**src/rtl/msrv32_load_store_unit_pkg.sv**
```systemverilog
// Shared types, funct3 codes and access-decode helpers for the load/store unit.
package msrv32_load_store_unit_pkg;

   typedef enum logic [0:0] {S_IDLE = 1'b0, S_ACCESS = 1'b1} lsu_state_t;

   localparam logic [2:0] F3_LB  = 3'b000;
   localparam logic [2:0] F3_LH  = 3'b001;
   localparam logic [2:0] F3_LW  = 3'b010;
   localparam logic [2:0] F3_LBU = 3'b100;
   localparam logic [2:0] F3_LHU = 3'b101;
   localparam logic [2:0] F3_SB  = 3'b000;
   localparam logic [2:0] F3_SH  = 3'b001;
   localparam logic [2:0] F3_SW  = 3'b010;

   function automatic logic f3_illegal(input logic is_load, input logic [2:0] f3);
      if (is_load) return (f3 == 3'b011) || (f3 == 3'b110) || (f3 == 3'b111);
      return (f3 >= 3'b011);
   endfunction

   // f3[1:0] encodes access size for both loads and stores once illegal codes are gone
   function automatic logic f3_misaligned(input logic [2:0] f3, input logic [1:0] off);
      case (f3[1:0])
         2'b01:   return off[0];
         2'b10:   return off != 2'b00;
         default: return 1'b0;
      endcase
   endfunction

   function automatic logic [3:0] store_mask(input logic [2:0] f3, input logic [1:0] off);
      case (f3)
         F3_SB:   return 4'b0001 << off;
         F3_SH:   return off[1] ? 4'b1100 : 4'b0011;
         default: return 4'b1111;
      endcase
   endfunction

   function automatic logic [31:0] store_wdata(input logic [2:0] f3, input logic [31:0] rs2);
      case (f3)
         F3_SB:   return {4{rs2[7:0]}};
         F3_SH:   return {2{rs2[15:0]}};
         default: return rs2;
      endcase
   endfunction

endpackage

```
**src/rtl/msrv32_load_formatter.sv**
```systemverilog
// Combinational load-data lane select and sign/zero extension.
module msrv32_load_formatter
   import msrv32_load_store_unit_pkg::*;
(
   input  logic [31:0] rdata,
   input  logic [1:0]  offset,
   input  logic [2:0]  funct3,
   output logic [31:0] result
);

   logic [7:0]  byte_sel;
   logic [15:0] half_sel;

   always_comb begin
      case (offset)
         2'd0:    byte_sel = rdata[7:0];
         2'd1:    byte_sel = rdata[15:8];
         2'd2:    byte_sel = rdata[23:16];
         default: byte_sel = rdata[31:24];
      endcase
      half_sel = offset[1] ? rdata[31:16] : rdata[15:0];
   end

   always_comb begin
      case (funct3)
         F3_LB:   result = {{24{byte_sel[7]}}, byte_sel};
         F3_LH:   result = {{16{half_sel[15]}}, half_sel};
         F3_LBU:  result = {24'd0, byte_sel};
         F3_LHU:  result = {16'd0, half_sel};
         default: result = rdata;
      endcase
   end

endmodule

```
**src/rtl/msrv32_load_store_unit.sv**
```systemverilog
// Load/store stage: IDLE/ACCESS FSM issuing one word-aligned bus access per instruction,
// with request validation, wait-state timeout and formatted load return.
module msrv32_load_store_unit
   import msrv32_load_store_unit_pkg::*;
#(
   parameter int TIMEOUT = 16
) (
   input  logic        clk_in,
   input  logic        rst_in,
   input  logic        valid_in,
   input  logic        load_in,
   input  logic        store_in,
   input  logic [2:0]  funct3_in,
   input  logic [31:0] iadder_in,
   input  logic [31:0] rs2_in,
   output logic        stall_out,
   output logic        dm_req_out,
   output logic        dm_wr_en_out,
   output logic [31:0] dm_addr_out,
   output logic [3:0]  dm_wr_mask_out,
   output logic [31:0] dm_wdata_out,
   input  logic        dm_hready_in,
   input  logic [31:0] dm_rdata_in,
   output logic [31:0] load_data_out,
   output logic        load_valid_out,
   output logic        store_done_out,
   output logic        misaligned_out,
   output logic        illegal_out,
   output logic        fault_out
);

   localparam int CW = (TIMEOUT > 1) ? $clog2(TIMEOUT) : 1;
   localparam logic [CW-1:0] CNT_LAST = CW'(TIMEOUT - 1);

   lsu_state_t    state;
   logic [CW-1:0] wait_cnt;
   logic [1:0]    off_q;
   logic [2:0]    f3_q;
   logic [31:0]   fmt_data;
   logic          accept, is_load;

   assign accept     = (state == S_IDLE) && valid_in && (load_in || store_in);
   assign is_load    = load_in;
   assign stall_out  = (state == S_ACCESS);
   assign dm_req_out = (state == S_ACCESS);

   msrv32_load_formatter u_fmt (
      .rdata  (dm_rdata_in),
      .offset (off_q),
      .funct3 (f3_q),
      .result (fmt_data)
   );

   always_ff @(posedge clk_in or posedge rst_in) begin
      if (rst_in) begin
         state          <= S_IDLE;
         wait_cnt       <= '0;
         off_q          <= '0;
         f3_q           <= '0;
         dm_wr_en_out   <= 1'b0;
         dm_addr_out    <= '0;
         dm_wr_mask_out <= '0;
         dm_wdata_out   <= '0;
         load_data_out  <= '0;
         load_valid_out <= 1'b0;
         store_done_out <= 1'b0;
         misaligned_out <= 1'b0;
         illegal_out    <= 1'b0;
         fault_out      <= 1'b0;
      end else begin
         load_valid_out <= 1'b0;
         store_done_out <= 1'b0;
         misaligned_out <= 1'b0;
         illegal_out    <= 1'b0;
         fault_out      <= 1'b0;
         case (state)
            S_IDLE: begin
               if (accept) begin
                  if (f3_illegal(is_load, funct3_in)) begin
                     illegal_out <= 1'b1;
                  end else if (f3_misaligned(funct3_in, iadder_in[1:0])) begin
                     misaligned_out <= 1'b1;
                  end else begin
                     off_q          <= iadder_in[1:0];
                     f3_q           <= funct3_in;
                     dm_wr_en_out   <= !is_load;
                     dm_addr_out    <= {iadder_in[31:2], 2'b00};
                     dm_wr_mask_out <= is_load ? 4'b0000 : store_mask(funct3_in, iadder_in[1:0]);
                     dm_wdata_out   <= is_load ? 32'd0 : store_wdata(funct3_in, rs2_in);
                     wait_cnt       <= '0;
                     state          <= S_ACCESS;
                  end
               end
            end
            S_ACCESS: begin
               // hready on the last allowed cycle still completes normally
               if (dm_hready_in) begin
                  state <= S_IDLE;
                  if (dm_wr_en_out) begin
                     store_done_out <= 1'b1;
                  end else begin
                     load_data_out  <= fmt_data;
                     load_valid_out <= 1'b1;
                  end
               end else if (wait_cnt == CNT_LAST) begin
                  fault_out <= 1'b1;
                  state     <= S_IDLE;
               end else begin
                  wait_cnt <= wait_cnt + 1'b1;
               end
            end
            default: state <= S_IDLE;
         endcase
      end
   end

endmodule

```
**config.mk**
```make
export PLATFORM = sky130hd
export DESIGN_NAME = msrv32_load_store_unit
export DESIGN_NICKNAME = d
export VERILOG_FILES = /design/src/rtl/msrv32_load_store_unit_pkg.sv /design/src/rtl/msrv32_load_formatter.sv /design/src/rtl/msrv32_load_store_unit.sv
export SDC_FILE = /design/constraint.sdc
export NUM_CORES = 1
export LEC_CHECK = 0
export ABC_AREA = 1
export CELL_PAD_IN_SITES_DETAIL_PLACEMENT = 1
export CELL_PAD_IN_SITES_GLOBAL_PLACEMENT = 1
export CORE_MARGIN = 4
export CORE_UTILIZATION = 32
export CTS_CLUSTER_DIAMETER = 40
export CTS_CLUSTER_SIZE = 10
export DETAILED_ROUTE_END_ITERATION = 8
export GPL_ROUTABILITY_DRIVEN = 0
export PLACE_DENSITY = 0.85
export REMOVE_ABC_BUFFERS = 1
export SYNTH_ARGS = -nofsm -noshare
export SYNTH_HDL_FRONTEND = slang
export SYNTH_HIERARCHICAL = 1
export SYNTH_SLANG_ARGS = --single-unit
```
**constraint.sdc**
```tcl
create_clock -name clk_in -period 4.32 [get_ports clk_in]
set_input_delay 0.864 -clock clk_in [delete_from_list [all_inputs] [get_ports clk_in]]
set_output_delay 0.864 -clock clk_in [all_outputs]
set_load 0.05 [all_outputs]
```
# == After elaboration in Yosys (flattened, before gate mapping) ==
# Cells that the tools add are included.
# classes
n_eq_ne,17
shift,1
n_lt_le_gt_ge,1
reduce_logical,13
n_bitwise,4
muxes,47
add_sub_neg,1
# ops
cell,count
$pmux W32 S4,1
$pmux W32 S2,1
$mux W32,1
$mux W1,31
$mux W4,7
$pmux W8 S3,1
$mux W16,1
$pmux W4 S2,2
$eq A3 B3 Y1 const B,4
$ne A2 B2 Y1 const B,5
$eq A3 B1 Y1 const B,2
$logic_not A3 Y1,2
$reduce_and A5 Y1,1
$add A4 B1 Y4 const B,1
$eq A2 B1 Y1 const B,2
$eq A2 B2 Y1 const B,2
$eq A4 B4 Y1 const B,1
$not A1 Y1,4
$pmux W1 S2,2
$reduce_and A4 Y1,1
$shl A1 B2 Y4 const A,1
$eq A3 B2 Y1 const B,1
$ge A3 B2 Y1 const B,1
$logic_or A1 B1 Y1,3
other kinds (5),6
# totals
reg_bits,114
word_cells,98
input_bits,105
output_inout_bits,108

# == Longest topological paths before layout ==
# logic_depth
depth_word,15
ltp_mapped,11
ltp_nobuf,9

# == By module ==
# Netlist, hierarchy kept.
# by_module_without_submodules
module,area_per_inst_um2,seq_area_each_um2,n_inst,cells_per_inst
msrv32_load_store_unit,4924.7,2852.7,1,595
msrv32_load_formatter,858.3,0.0,1,163

# == Worst setup path after synthesis ==
# No wires, ideal clock.
# synth_timing
path_type,input to register
from,input funct3_in[0]
to,register dm_addr_out[10]
setup_slack_ns,2.329
n_path_buf,2
t_required_ns,4.202
setup_ns,0.118
arrival_time_ns,1.873
path_stages,10
cell_sequence,inv_1 ha_1 inv_1 a21oi_1 nor2_2 nand3_2 buf_2 buf_2 nand2_1 nand2_1
# synth_via
elab_chain_len,9
word_cells_on_any_way,19
cone_classes,order compare (1); eq/ne (5); mux (8); bitwise (2); reduce/logical (3)
# synth_rtl
element,line,text
start: declaration,msrv32_load_store_unit.sv:13,"input logic [2:0] funct3_in,"
$eq A3 B2 Y1 or $eq A3 B3 Y1 (tied branches),msrv32_load_store_unit_pkg.sv:16,if (is_load) return (f3 == 3'b011) || (f3 == 3'b110) || (f3 == 3'b111);
$logic_or A1 B1 Y1 (2 in series),msrv32_load_store_unit_pkg.sv:16,
$mux W1,msrv32_load_store_unit_pkg.sv:16,
$mux W1,msrv32_load_store_unit_pkg.sv:17,return (f3 >= 3'b011);
$mux W1,msrv32_load_store_unit.sv:78,if (accept) begin
$mux W1,msrv32_load_store_unit.sv:76,case (state)
$not A1 Y1 (no line),--,
$reduce_and A4 Y1 (no line) *,--,
end signal: assignment,msrv32_load_store_unit.sv:87,"dm_addr_out <= {iadder_in[31:2], 2'b00};"
end: declaration,msrv32_load_store_unit.sv:19,"output logic [31:0] dm_addr_out,"
# Every way passes the cells marked *; elsewhere a longest branch is shown, timed or not. The select of a mux whose other input is x is not followed.
# A chain may end at the register's enable or synchronous reset.

# == Final worst setup path ==
# layout_timing
from,input funct3_in[1]
to,register wait_cnt[0]
# layout_via
elab_chain_len,9
word_cells_on_any_way,19
cone_classes,order compare (1); eq/ne (7); mux (8); reduce/logical (3)
# layout_rtl
element,line,text
$eq A3 B2 Y1 or $eq A3 B3 Y1 (tied branches),msrv32_load_store_unit_pkg.sv:16,
$logic_or A1 B1 Y1 (2 in series),msrv32_load_store_unit_pkg.sv:16,
$mux W1,msrv32_load_store_unit_pkg.sv:16,
$mux W1,msrv32_load_store_unit_pkg.sv:17,
$mux W1,msrv32_load_store_unit.sv:78,
$mux W1,msrv32_load_store_unit.sv:76,
$ne A2 B2 Y1 (no line),--,
$reduce_and A5 Y1 (no line) *,--,
end signal: assignment,msrv32_load_store_unit.sv:109,wait_cnt <= wait_cnt + 1'b1;
end: declaration,msrv32_load_store_unit.sv:36,logic [CW-1:0] wait_cnt;
# Marks and branches as above.

==> impl_metrics.yaml <==
floorplan:
  dieArea_um2: 20300
  initial_utilization: 0.331
  fp.dieH_um: 142
  core_um2: 17500
  io-pin-count: 213
  rows: 48
  fp.dieW_um: 142
sta:
  finalSetupTns_ns: 0
  max_freq_mhz: 358
  relSlewSlack: 0.308
  skew_ns: 0.00609
  drv_slew: 0
  period_share: 0.647
  worst_pin_slew_ns: 1.04
  period_minus_slack_ns: 2.80
  finalSetupViolCount: 0
  final_hold_viol_count: 0
  rsz0062_at_grt: "no"
detailed_routing:
  vias: 5760
  wirelength_um: 20000
  firstDrtPassIters: 4
  ant_nets: 0
  drtIter0Drc: 261
  routedWlPerCell_um: 16.8
  drc: 0
  via_per_inst: 4.84
global_route:
  antenna_found_initial: 0
  grt_pass1_wl_um: 32200
  grt_max_degree: 72
  grt-ovfl-total: 0
  grtUsageTotal: 0.199
  grt_pass1_vias: 6164
critical_path:
  path_delay_family: "buffers and inverters"
  end_kind: "flop"
  slowest_stage: "buf_4"
  cp.arrival_ns: 3.10
  r2r-start: "off_q[1]"
  crit_chain: "clkdlybuf4s50_1 -> inv_1 -> ha_1 -> nand2_1 -> nand2_1 -> nand3b_1 -> nand3_4 -> buf_4 -> nand2_1 -> nand2_1 -> nand2_1"
  critical_path_class: "input pin to flop"
  crit_path_max_fanout: 71
  slowest_delay_ns: 0.53
  crit_required_ns: 4.62
  critPathLaunchType: "input pin"
  crit_start: "funct3_in[1]"
  cpMostUsedCell: "nand2_1"
  path_buf_inv: 3
synthesis:
  yosysTopAreaCell: "dfrtp_1"
  synth_area_leaders: "dfrtp_1 (49%), nand2_1 (24%), a21oi_1 (2.9%)"
  yosys_most_used_dff: "dfrtp_1"
  synth-async-reset-ratio: 1.00
  syn_avg_cell_area_um2: 7.63
  synth_edf_count: 0
  netlist_area_um2: 5780
  synth_commonest_cells: "nand2_1 (375), dfrtp_1 (114), nor2_1 (38)"
  ys_types: 28
  synth_most_common_cell: "nand2_1"
  netlist_instances: 758
  seq_area_frac_synth: 0.493
  yosysWarnings: 6
  ys_seq_elements: 114
  synth_top_area_share: 0.493
clock_network:
  cts_tree: "done"
  cts_hold_buf: 0
  worstSkewPairLatency_ns: 0.42
  clock_path_buffers: 2
  numCtsBuffers: 17
  htree_levels: 4
  cts_resized: 0
  clkTransAtPathRegs_ns: 0.06
  cts-root-buf: "clkbuf_16"
  clock_sinks: 114
  cts_setup_buffers: 0
layout:
  synthToLayoutAreaGrowth_pct: 48.2
  nFillCells: 2165
  num_antenna_cells: 0
  num-nets-final: 1062
  final_util: 0.490
  drive_gt1_frac: 0.0736
pwr:
  peakVddDrop_mv: 0.356
  p_leak_nw: 4.13
  power_density_nw_per_um2: 678
outcome:
  status: "finished, final reports clean"
placement:
  dp_hpwl_um: 14300
  portBuffers: 210
hold_path:
  hold_start: "load_data_out[21]"
  hold_class: "flop to flop"
job:
  drv_cap: 0
==> logic make-up (layout without fill, tap and decap cells) <==
kind of cell	count (synthesis)	after routing	share of synthesized area
AOI/OAI and AO/OA	81	81	0.0723
xor gates and xnor gates	2	2	0.00303
adders and majority gates	5	5	0.0108
buffers and inverters	77	283	0.0699
DFF	114	114	0.493
other	1	2	0.000648
and+or+nand+nor	478	478	0.350
==> power breakdown <==
part | internal (mW) | total, mW | switching (mW)
registers | 1.40 | 1.64 | 0.243
logic | 0.884 | 2.74 | 1.85
clock network | 0.864 | 1.43 | 0.564
total | 3.15 | 5.81 | 2.66
==> state kept, by name (all words and copies together) (netlist names) <==
signal / count
dm_wdata_out: 32
load_data_out: 32
dm_addr_out: 30
dm_wr_mask_out: 4
wait_cnt: 4
f3_q: 3
off_q: 2
dm_req_out: 1
dm_wr_en_out: 1
fault_out: 1
illegal_out: 1
load_valid_out: 1
misaligned_out: 1
store_done_out: 1
==> final cells by class <==
| class | count | area (µm²) | share of cell area |
|---|---|---|---|
| Multi-Input combinational cell | 568 | 2540 | 0.296 |
| Clock buffer | 17 | 425 | 0.0496 |
| Clock inverter | 15 | 171 | 0.0200 |
| Inverter | 34 | 130 | 0.0152 |
| Sequential cell | 114 | 2850 | 0.333 |
| Timing Repair Buffer | 217 | 2170 | 0.253 |
| Tap cell | 225 | 282 | 0.0329 |
==> worst reg2reg max path: cells and delay by family (launching register included) <==
family / cells / cell delay [ns]
AO/OA/AOI/OAI: 1 / 0.28
buffers and inverters: 1 / 0.27
flip-flops: 1 / 0.80
AND/OR/NAND/NOR: 4 / 0.66
==> cells in the final DEF (no fill, tap or decap), types with 17 or more instances in the layout <==
cell type / netlist / routed
nand3_1: 26 / 26
clkbuf_16: 0 / 17
inv_1: 27 / 26
nor2_1: 38 / 37
a21oi_1: 33 / 33
nand2_1: 375 / 375
o21ai_1: 26 / 26
dfrtp_1: 114 / 114
o21ai_0: 18 / 18
clkdlybuf4s50_1: 0 / 210
nand3b_1: 17 / 17
==> worst paths after layout <==
path                                          end  slack (ns)  depth (start not counted)
worst max-delay path                  wait_cnt[0]        1.52                         11
worst min-delay path            load_data_out[21]        0.47                          2
worst max register to register   load_data_out[8]        2.24                          6
worst min register to register  load_data_out[21]        0.47                          2
max in group asynchronous         dm_wdata_out[2]        2.65                          3
min in group asynchronous       load_data_out[18]        0.89                          2
==> through the flow <==
stage | worst slack, ns | cells | instance area [µm²] | hold WS [ns] | power [mW]
floorplan | 0.440 | 716 | 5510 | 0.502 | 3.36
global placement | 1.24 | 1158 | 7970 | 0.453 | 4.34
detailed placement | 1.09 | 1158 | 7970 | 0.459 | 4.40
CTS | 1.51 | 1190 | 8570 | 0.475 | 5.87
global route | 1.25 | 1190 | 8570 | 0.505 | 6.13
finish | 1.52 | 1190 | 8570 | 0.469 | 5.81
==> routing by layer <==
| metal | vias to the layer above | wire length (µm) | global-route usage |
|---|---|---|---|
| met1 | 2782 | 8410 | 0.247 |
| met3 | 31 | 1640 | 0.0682 |
| met5 | - | 0 | 0 |
| met4 | 0 | 452 | 0.0730 |
| met2 | 187 | 9530 | 0.323 |
| li1 | 2760 | - | - |
No activity file was read; power rests on OpenSTA's default activity.
